--- src/rtl/noc_out_port_arbiter_mux.sv ---
// Switch output-port stage: round-robin arbitration over N input flit channels
// with wormhole locking until the tail flit, feeding a registered, stallable output.
module noc_out_port_arbiter_mux #(
  parameter  int N_INPUTS   = 3,
  parameter  int FLIT_WIDTH = 80,
  localparam int PTR_W      = (N_INPUTS > 1) ? $clog2(N_INPUTS) : 1
) (
  input  logic                           clk,
  input  logic                           rst,
  input  logic [N_INPUTS*FLIT_WIDTH-1:0] flit_in,
  input  logic [N_INPUTS-1:0]            req_in,
  input  logic [N_INPUTS-1:0]            tail_in,
  input  logic                           stall_in,
  output logic [N_INPUTS-1:0]            grant_out,
  output logic [FLIT_WIDTH-1:0]          flit_out,
  output logic                           valid_out
);

  typedef enum logic {
    IDLE   = 1'b0,
    LOCKED = 1'b1
  } state_t;

  state_t                  state;
  logic [PTR_W-1:0]        rr_ptr;
  logic [PTR_W-1:0]        owner;

  logic                    load_en;
  logic                    grant_any;
  logic [PTR_W-1:0]        grant_idx;
  logic                    grant_tail;
  logic [PTR_W-1:0]        ptr_next;
  logic [FLIT_WIDTH-1:0]   flit_sel;
  int                      cand;

  // The output register accepts a new flit when empty or when its flit leaves this cycle.
  assign load_en = !valid_out || !stall_in;

  // NOTE: every signal written in this block gets a default first, so no path leaves
  // it unassigned and no latch is inferred.
  always_comb begin
    grant_any = 1'b0;
    grant_idx = '0;
    grant_out = '0;
    cand      = 0;
    if (!rst && load_en) begin
      if (state == LOCKED) begin
        if (req_in[owner]) begin
          grant_any = 1'b1;
          grant_idx = owner;
        end
      end else begin
        // Walk downward so the requester closest above rr_ptr is the last to win.
        for (int k = N_INPUTS - 1; k >= 0; k--) begin
          cand = int'(rr_ptr) + k;
          if (cand >= N_INPUTS) cand = cand - N_INPUTS;
          if (req_in[cand]) begin
            grant_any = 1'b1;
            grant_idx = PTR_W'(cand);
          end
        end
      end
    end
    if (grant_any) grant_out[grant_idx] = 1'b1;
  end

  // One-hot AND-OR select; an idle cycle yields an all-zero flit.
  always_comb begin
    flit_sel = '0;
    for (int i = 0; i < N_INPUTS; i++) begin
      if (grant_out[i]) flit_sel = flit_sel | flit_in[i*FLIT_WIDTH +: FLIT_WIDTH];
    end
  end

  assign grant_tail = grant_any && tail_in[grant_idx];
  assign ptr_next   = (int'(grant_idx) == N_INPUTS - 1) ? '0 : grant_idx + 1'b1;

  // NOTE: state is updated with non-blocking assignments only, so every register
  // samples values from before the edge regardless of statement order.
  always_ff @(posedge clk) begin
    if (rst) begin
      state     <= IDLE;
      rr_ptr    <= '0;
      owner     <= '0;
      valid_out <= 1'b0;
      flit_out  <= '0;
    end else begin
      if (load_en) begin
        valid_out <= grant_any;
        flit_out  <= flit_sel;
      end
      if (grant_any) begin
        if (grant_tail) begin
          state  <= IDLE;
          rr_ptr <= ptr_next;
        end else begin
          state <= LOCKED;
          owner <= grant_idx;
        end
      end
    end
  end

endmodule

--- config.mk ---
export PLATFORM = sky130hd
export DESIGN_NAME = noc_out_port_arbiter_mux
export DESIGN_NICKNAME = d
export VERILOG_FILES = /design/src/rtl/noc_out_port_arbiter_mux.sv
export SDC_FILE = /design/constraint.sdc
export NUM_CORES = 1
export LEC_CHECK = 0
export ABC_AREA = 1
export BUFFER_PORTS_ARGS = -buffer_cell sky130_fd_sc_hd__buf_2
export CELL_PAD_IN_SITES_DETAIL_PLACEMENT = 1
export CELL_PAD_IN_SITES_GLOBAL_PLACEMENT = 1
export CORE_MARGIN = 5
export CORE_UTILIZATION = 30
export CTS_BUF_LIST = sky130_fd_sc_hd__clkbuf_4 sky130_fd_sc_hd__clkbuf_8
export CTS_CLUSTER_SIZE = 30
export DETAILED_ROUTE_END_ITERATION = 8
export GPL_TIMING_DRIVEN = 0
export MAX_ROUTING_LAYER = met4
export PLACE_DENSITY_LB_ADDON = 0.1
export REMOVE_ABC_BUFFERS = 1
export SLEW_MARGIN = 10
export SYNTH_ARGS = -nofsm -noshare
export SYNTH_HDL_FRONTEND = slang
export SYNTH_SLANG_ARGS = --single-unit
export TNS_END_PERCENT = 100
--- constraint.sdc ---
create_clock -name clk -period 5.08 [get_ports clk]
set_input_delay 0.254 -clock clk [delete_from_list [all_inputs] [get_ports clk]]
set_output_delay 0.254 -clock clk [all_outputs]
set_load 0.03 [all_outputs]
==> impl_results.md <==
- Synth Flop Type: dfxtp_1
- CTS resizes: 0
- CTS Buf Count: 9
- GPL Wtd Cong: 0.811
- Hold-fix buffers, CTS: 0
- Initial Utilization: 30.7%
- Worst path arrival time: 3.80 ns
- FF-to-FF setup slack: 1.69 ns
- Clk root buf: clkbuf_8
- Post-DRT Antenna Nets: 0
- Crit path time final: about 4 ns
- Crit start category: register
- Maximum vdd drop: 0.203 mV
- Leading area contributor after synthesis: dfxtp_1
- Post-Place Cells: 1293
- Total negative slack: 0 ns
- Final non-filler cell total: 1315
- Clk_skew: between 0.01 and 0.015 ns
- Area of the multi-input gates: 2590 µm²
- Std-Cell Rows: 47
- Final hold viol count: 0
- Die width: 141 µm
- Seq/Total Area, Yosys: 33.6%
- I/O pin total: 333
- Most frequent cell after synthesis: nand2_1
- Synth Register Bits: 86
- Yosys top cell area share: 33.6%
- Worst-path fanout max: 83
- Initial antenna violation count: 5
- Req. time, crit path: 4.83 ns
- Fin crit share: 79.7%
- CTS sink count: 86
- Vias per inst: 4.90
- Share of cells above drive strength 1: around a third
- Worst-path clk slew: 0.09 ns
- Synth-to-Final Area Change: 36.6%
- DRT iter0 DRCs: 215
- DR WL/cell: 17.1 µm
- Post-Syn Area: 5120 µm²
- Full die area: 19800 µm²
- Avg Inst Size Synth: 6.44 µm²
- Hold Crit Class: primary input to register
- Top post-synthesis cells by area: dfxtp_1 (34%), nand2_1 (26%), nand4_1 (20%)
- Max transition margin: 28.4%
- CTS max path bufs: 2
- Post-DP HPWL: 16.0 mm
- Pleak: 4.01 nW
- Core area: approximately 17000 µm²
- Total global routing overflow: 0
- Synth warnings: 0
- Total track usage: 22.5%
- Vias: 6448
- First-pass iteration count of the detailed router: 4
- H-tree depth: 3
- Setup Buffers After CTS: 0
- Remaining DRCs: 0
- Max-slew violation count: 0
- Setup CP Type: register to output port
- Top cells by count, synth: nand2_1 (350), nand4_1 (160), inv_1 (90), dfxtp_1 (86), buf_2 (22)
- Post-route setup slack: 1.03 ns
- Total Wirelength: roughly 22 mm
- Largest net degree at the start of global routing: 84
- F_max: 247 MHz
- Yosys cell types: 28
- Async set or reset register ratio after synthesis: 0%
- Filler cells: 2327
- Post-synth EDFFs: 0
- Crit. End Element: output port
- Total Nets Final: 1336
- Status: completed
- CTS tree: done
- Chip Height: 141 µm
- # setup viols final: 0
- Cells after Synth: a little under 800
- Vias in the first global route: 6600
- Register Area: around 1700 µm²
- Clk_lat worst skew: between 0.3 and 0.4 ns
- Power Density: 511 nW/µm²
- Port Buffers: 332
- Worst Tran Pin Value: ~1.1 ns
- First-pass GRT wire length: about 35 mm
- RSZ-0062 raised after global routing: no
- Maxcap violations: 0
- Dpl ws: 1.41 ns
==> worst paths after layout <==
path,depth (start not counted),to,from
setup / recovery,14,grant_out[0],rr_ptr[0]
hold / removal,2,rr_ptr[1],rst
setup reg to reg,15,flit_out[69],rr_ptr[0]
hold reg to reg,4,owner[1],owner[1]
==> through the flow <==
stage	hold WS, ns	area (µm²)	util [%]	power, W
6_report	0.148	7000	41.9	0.00357
5_1_grt	0.106	7000	41.9	0.00386
4_1_cts	0.105	6980	41.8	0.00363
3_5_place_dp	0.531	6750	40.4	0.00303
3_3_place_gp	0.512	6600	39.5	0.00297
2_1_floorplan	0.323	4660	-	0.00228
==> cell usage in the layout, fill, tap and decap left out, drive strengths merged <==
master	n
a21oi	4
a31oi	1
buf	338
bufinv	2
clkbuf	13
clkinv	1
dfxtp	86
diode	6
ha	3
inv	96
nand2	356
nand3	12
nand3b	1
nand4	160
nor2	9
nor4	1
o211ai	1
o21ai	4
o31ai	1
==> cells by family after synthesis <==
logic type	count (synthesis)	share of synthesized area [%]
AO/OA/AOI/OAI	11	1.27
adder cells (fa/ha/maj)	3	0.732
buffers and inverters	157	16.1
flip-flops	86	33.6
AND/OR/NAND/NOR	539	48.3
==> state kept, by name, summed over array words and instances (netlist names) <==
| name | cells |
|---|---|
| flit_out | 80 |
| owner | 2 |
| rr_ptr | 2 |
| state | 1 |
| valid_out | 1 |
==> report_power, final <==
part           switching [W]  total [W]  internal, W
sequential          0.000100   0.000980     0.000879
clock               0.000258   0.000580     0.000323
combinational        0.00142    0.00202     0.000596
==> metal layers <==
layer / GRT usage [%] / part of all wire [%] / vias to the layer above
li1: - / - / 3180
met1: 25.9 / 41 / 3031
met2: 37.6 / 50 / 205
met3: 7.15 / 7.1 / 32
met4: 6.88 / 2.4 / 0
met5: - / 0 / -
==> critical path, stage by stage (launching register included) <==
cell and delay, ns:
dfxtp_1 0.34, inv_1 0.07, ha_1 0.35, inv_1 0.13
nand2_1 0.08, nand2_1 0.06, nand2_1 0.05, nand2_1 0.06
nand2_1 0.05, nand2_1 0.07, nand2_2 0.07, nand2_4 0.77
inv_4 0.64, nor4_1 0.37, buf_2 0.26
==> final cells by class <==
cell class              count  area share [%]
well taps                 220            3.93
inverters                  96            5.29
repair buffers            338            25.6
clock inverters             3           0.930
diodes                      6           0.215
clock buffers              13            2.47
multi-input cells         553            37.0
flip-flops and latches     86            24.6
No activity file was read; power rests on OpenSTA's default activity.
